[config.mk]
export PLATFORM = sky130hd
export DESIGN_NAME = shift_sequencer
export DESIGN_NICKNAME = d
export VERILOG_FILES = /design/src/rtl/shift_sequencer.sv
export SDC_FILE = /design/constraint.sdc
export NUM_CORES = 1
export LEC_CHECK = 0
export BUFFER_PORTS_ARGS = -buffer_cell sky130_fd_sc_hd__buf_4
export CAP_MARGIN = 15
export CORE_AREA = 10 10 82 84
export DETAILED_ROUTE_END_ITERATION = 8
export DIE_AREA = 0 0 92 94
export GPL_TIMING_DRIVEN = 0
export PLACE_DENSITY = 0.82
export SLEW_MARGIN = 20
export SYNTH_ARGS = -nofsm -noshare
export SYNTH_HDL_FRONTEND = slang
export SYNTH_SLANG_ARGS = --single-unit
[constraint.sdc]
create_clock -name clk -period 2.2 [get_ports clk]
set_input_delay 0.55 -clock clk [delete_from_list [all_inputs] [get_ports clk]]
set_output_delay 0.55 -clock clk [all_outputs]
set_load 0.05 [all_outputs]
[src/rtl/shift_sequencer.sv]
// shift_sequencer: multicycle shifter; moves the operand one bit per clock
// under a start/busy/done handshake, holding the result until the next start.
module shift_sequencer (
   input  logic        clk,
   input  logic        reset,
   input  logic        start,
   input  logic [1:0]  op,
   input  logic [31:0] in_value,
   input  logic [31:0] in_amount,
   output logic [31:0] out,
   output logic        busy,
   output logic        done
);
   localparam logic [1:0] IDLE = 2'd0, SHIFT = 2'd1, DONE = 2'd2;
   logic [1:0] state, opQ;
   logic [4:0] count;
   logic [31:0] stepped;
   logic unusedAmount;
   assign unusedAmount = ^in_amount[31:5];
   always_comb
      stepped = opQ == 2'b00 ? {out[30:0], 1'b0} :
                opQ == 2'b01 ? {1'b0, out[31:1]} :
                opQ == 2'b10 ? {out[31], out[31:1]} : {out[0], out[31:1]};
   always_ff @(posedge clk) begin
      if (reset) begin
         state <= IDLE;
         out   <= '0;
         count <= '0;
         opQ   <= '0;
      end else begin
         case (state)
            IDLE: if (start) begin
               out   <= in_value;
               opQ   <= op;
               count <= in_amount[4:0];
               state <= in_amount[4:0] != 5'd0 ? SHIFT : DONE;
            end
            SHIFT: begin
               out   <= stepped;
               count <= count - 5'd1;
               if (count == 5'd1) state <= DONE;
            end
            default: state <= IDLE;
         endcase
      end
   end
   assign busy = state == SHIFT || state == DONE;
   assign done = state == DONE;
endmodule

=== Word level (Yosys, flattened, before mapping) ===
Index checks and enable logic that the tools add are counted.

* Multiplexer cells: 11
* Reduce and logical (&&, ||, !) cells: 9
* Equal/unequal tests: 8
* $add $sub $neg: 1

{| class="wikitable"
|+ Operator list
! kind !! count
|-
| $mux 32 || 4
|-
| $pmux 32 s2 || 1
|-
| $pmux 5 s2 || 1
|-
| $mux 2 || 3
|-
| $reduce_and 2->1 || 3
|-
| $eq 5x1->1 const B || 1
|-
| $mux 5 || 1
|-
| $reduce_bool 5->1 || 1
|-
| $sub 5x1->5 const B || 1
|-
| $eq 2x1->1 const B || 2
|-
| $eq 2x2->1 const B || 2
|-
| $logic_not 2->1 || 2
|-
| $ne 2x2->1 const B || 2
|-
| $ne 4x4->1 const B || 1
|-
| $pmux 2 s2 || 1
|-
| $reduce_and 3->1 || 1
|-
| $reduce_bool 2->1 || 1
|-
| $logic_or 1x1->1 || 1
|}

* Register bits: 41
* Output and inout bits: 34
* Bits of input ports: 69

=== Depth between registers and ports, before layout ===
* Depth after elaboration: 5
* Gate-level depth with buffers: 7
* Depth with buffers taken out: 5

=== Worst setup path after synthesis ===
OpenSTA, ideal clock, no wires.

* Path type: reg-to-reg
* Start: reg state[1]
* End: reg out[28]
* Stages on the path, launching flop included: 7
* Arrival: 1.392 ns
* Path slack: 0.691 ns
* Period minus slack after synthesis: 1.509 ns
* Setup time: 0.117 ns
* Cells stage by stage: dfxtp_1 > inv_1 > ha_1 > buf_6 > buf_6 > or2_2 > a32o_2

* Cells in the longest elaborated chain, start to end: 3
* Elaborated cells on any way between the ends: 6
* Those cells by class: 2 x eq/ne; 1 x mux; 3 x reduce/logical

{| class="wikitable"
|+ Ends and longest elaborated chain
! item !! RTL line !! RTL
|-
| start, declared || 15 || <nowiki>logic [1:0] state, opQ;</nowiki>
|-
| start signal, assigned || 36 || <nowiki>state <= in_amount[4:0] != 5'd0 ? SHIFT : DONE;</nowiki>
|-
| $eq 2x1->1 / $logic_not 2->1 (equally long branches) || 31 || <nowiki>case (state)</nowiki>
|-
| $reduce_bool 2->1 (no source line) / $ne 2x2->1 (equally long branches) || - ||
|-
| $reduce_and 2->1 (no source line) || - ||
|-
| end signal, assigned || 33 || <nowiki>out <= in_value;</nowiki>
|-
| end signal, assigned || 39 || <nowiki>out <= stepped;</nowiki>
|-
| end, declared || 10 || <nowiki>output logic [31:0] out,</nowiki>
|}

Several ways; a longest one is shown, not always the timed one.
A chain may end at the register's enable or synchronous reset.

=== Final worst setup path ===
* Start: reg state[1]
* End: out busy

* Cells in the longest elaborated chain, start to end: 2
* Elaborated cells on any way between the ends: 3
* Those cells by class: 2 x eq/ne; 1 x reduce/logical

{| class="wikitable"
|+ Ends and longest elaborated chain
! item !! RTL line !! RTL
|-
| $eq 2x1->1 / $eq 2x2->1 (equally long branches) || 47 || <nowiki>assign busy = state == SHIFT || state == DONE;</nowiki>
|-
| $logic_or 1x1->1 * || 47 ||
|-
| end, declared || 11 || <nowiki>output logic busy,</nowiki>
|}

Mark *: on every way between the ends. The rest lies on a longest branch, timed or not.

==> flow_metrics.env <==
export IMPL_critical_path_buf_inv_count=2
export IMPL_die_w_um=92
export IMPL_area_growth_pct=29.11
export IMPL_slew_headroom=0.7163
export IMPL_finalMaxSlewViolations=0
export IMPL_path_max_fanout=3
export IMPL_synthFlopType="dfxtp_1"
export IMPL_cts_buffers_inserted=5
export IMPL_antenna_found_initial=0
export IMPL_worstSetupStartpointType="flip-flop"
export IMPL_antennaDiodeCount=0
export IMPL_max_cap_violations=0
export IMPL_grt_start_max_net_pins=13
export IMPL_htreeDepth=2
export IMPL_finClkSkew_ps=4.783
export IMPL_nFillCells=475
export IMPL_gp_congestion=0.8380
export IMPL_yosys_area_share_xor_xnor=0
export IMPL_num_rows=26
export IMPL_drive_gt1_frac=0.3145
export IMPL_die_area_um2=8648
export IMPL_synth_top_area_share=0.3209
export IMPL_hold_ws_ps=526.2
export IMPL_first_iter_violations=187
export IMPL_drc=0
export IMPL_clk_latency_ps=300
export IMPL_synth_compound_gate_area_share=0.3591
export IMPL_path_class="reg -> out"
export IMPL_dpl_cell_area_um2=3201
export IMPL_yosys_register_bits=41
export IMPL_synth_fp_nets=364
export IMPL_clock_fmax_mhz=565.5
export IMPL_cp_top_family="flip-flops"
export IMPL_whs_endpoint="out[7]"
export IMPL_grt_pass1_wl_um=12100
export IMPL_stdcell_count=442
export IMPL_setup_slack_ps=431.7
export IMPL_post_route_min_period_ps=1768
export IMPL_setup_violations=0
export IMPL_critPathCaptureType="output port"
export IMPL_worstMarginPinSlew_ps=420.2
export IMPL_io_buffer_count=74
export IMPL_reg2reg_from="state[1]"
export IMPL_p_leak_uw=0.001303
export IMPL_grt_pass1_vias=2506
export IMPL_grt_setup_unrepaired="no"
export IMPL_netlist_area_um2=2557
export IMPL_synth_distinct_cells=43
export IMPL_muxShareOfSynthArea=0.01468
export IMPL_post_drt_wl_per_cell_um=16.79
export IMPL_cts_sinks=41
export IMPL_placed_cells_incl_taps=434
export IMPL_post_cts_setup_buffers=0
export IMPL_clk_pin_slew_ps=80
export IMPL_vias=2545
export IMPL_place_hpwl_um=5655
export IMPL_synthAdderAreaFrac=0.02446
export IMPL_vias_per_cell=5.758
export IMPL_wl_um=7423
export IMPL_cp_slowest_cell="dfxtp_1"
export IMPL_drt_pass1_iterations=4
export IMPL_postRouteAntennaNets=0
export IMPL_ys_seq_area_frac=0.3209
export IMPL_synthArstFlopShare=0
export IMPL_final_common_cell="buf_4"
export IMPL_overflow=0
export IMPL_fin_crit_sh=0.8038
export IMPL_reg2reg_to="out[31]"
export IMPL_power_density_nw_per_um2=917.5
export IMPL_hold_depth=1
export IMPL_cts_root_buf="clkbuf_8"
export IMPL_cp_cell_sequence="inv_1 > ha_1 > buf_4"
export IMPL_ir_drop_mv=0.5326
export IMPL_synth_top_family_by_area="compound AO/OA/AOI/OAI gates"
export IMPL_worstHoldStart="out[7]"
export IMPL_yosys_area_top_type="dfxtp_1"
export IMPL_avgSynthCellArea_um2=8.819
export IMPL_regToRegSetupSlack_ps=440
export IMPL_cts_path_max_buffers=2
export IMPL_grt_total_usage=0.1652
export IMPL_r2r_cells=6
export IMPL_status="finished, final reports clean"
export IMPL_syn_inst=290
export IMPL_ctsHoldBuffers=0
export IMPL_cpPeakStageDelay_ps=360
export IMPL_synth_warning_count=0
export IMPL_synth_area_top_cells="dfxtp_1 (32%), a32o_1 (12%), o311ai_0 (9.2%)"
export IMPL_synthSimpleGateAreaFrac=0.1458
export IMPL_hp_class="reg -> reg"
export IMPL_core_um2=5075
export IMPL_final_cell_area_um2=3302
export IMPL_critPathArrivalTime_ps=1220
export IMPL_fp_dieH_um=94
export IMPL_start_util=0.5039
export IMPL_final_cell_mix="buf_4 (77), dfxtp_1 (41), inv_1 (36), o21ai_0 (35), a32o_1 (31)"
export IMPL_setup_tns_ps=0
export IMPL_hold_viol=0
export IMPL_io_pins=103
export IMPL_cts_resized=0
export IMPL_worst_endpoint_required_ps=1650
export IMPL_synth_edf_count=0
export IMPL_nNetsFinal=445
export IMPL_place_ws_ps=464.2
export IMPL_cts_tree="done"
[flip-flops by register name, summed over array words and instances (netlist names)]
signal,flops
state,2
out,32
count,5
opQ,2
[through the flow]
step	total power [uW]	utilization
after global routing	3198	0.6506
after global placement	2466	0.6307
after CTS	3031	0.6506
after detailed placement	2494	0.6307
final	3030	0.6506
after floorplan	2067	-
[area by class of cell]
class / instances / area (um2) / share of cell area
inverters: 37 / 138.9 / 0.04206
plain buffers: 31 / 206.4 / 0.06252
clock inverters: 1 / 5.005 / 0.001516
multi-input cells: 181 / 1391 / 0.4214
well taps: 70 / 87.58 / 0.02653
repair buffers: 74 / 555.5 / 0.1682
clock buffers: 7 / 96.34 / 0.02918
flip-flops and latches: 41 / 820.8 / 0.2486
[logic make-up (layout without fill, tap and decap cells)]
kind of cell,after synthesis,count (layout)
buffers and inverters,68,150
AND/OR/NAND/NOR,57,57
multiplexers,2,2
AO/OA/AOI/OAI,117,117
flip-flops,41,41
adder cells (fa/ha/maj),5,5
[worst max-delay path by stage]
stage	slack, ps	to	from	cells past startpoint
final	430	busy	state[1]	3
after global routing	340	out[18]	state[1]	6
after CTS	430	busy	state[1]	3
after detailed placement	460	out[31]	state[1]	6
after global placement	550	out[10]	state[1]	6
after floorplan	690	out[28]	state[1]	6
[cells in the mapped netlist, types with 5 or more instances]
cell type / n
dfxtp_1: 41
inv_1: 36
o21ai_0: 35
a32o_1: 31
o311ai_0: 27
or2_1: 18
clkbuf_1: 14
or2_2: 8
a21oi_1: 6
buf_2: 5
buf_6: 5
ha_1: 5
nor2_1: 5
[where the power goes]
part / switching, uW / leakage, uW / internal (uW) / total [uW]
sequential: 140 / 0.000338 / 879 / 1020
combinational: 904 / 0.000911 / 557 / 1460
clock: 266 / 0.0000542 / 284 / 550
total: 1310 / 0.00130 / 1720 / 3030
[routing by layer]
layer,global-route usage,part of all wire,up-vias
li1,-,-,1249
met1,0.2087,0.45,1204
met2,0.2676,0.48,83
met3,0.03917,0.061,9
met4,0.05913,0.014,0
met5,0,0,-
No activity file was read; power rests on OpenSTA's default activity.
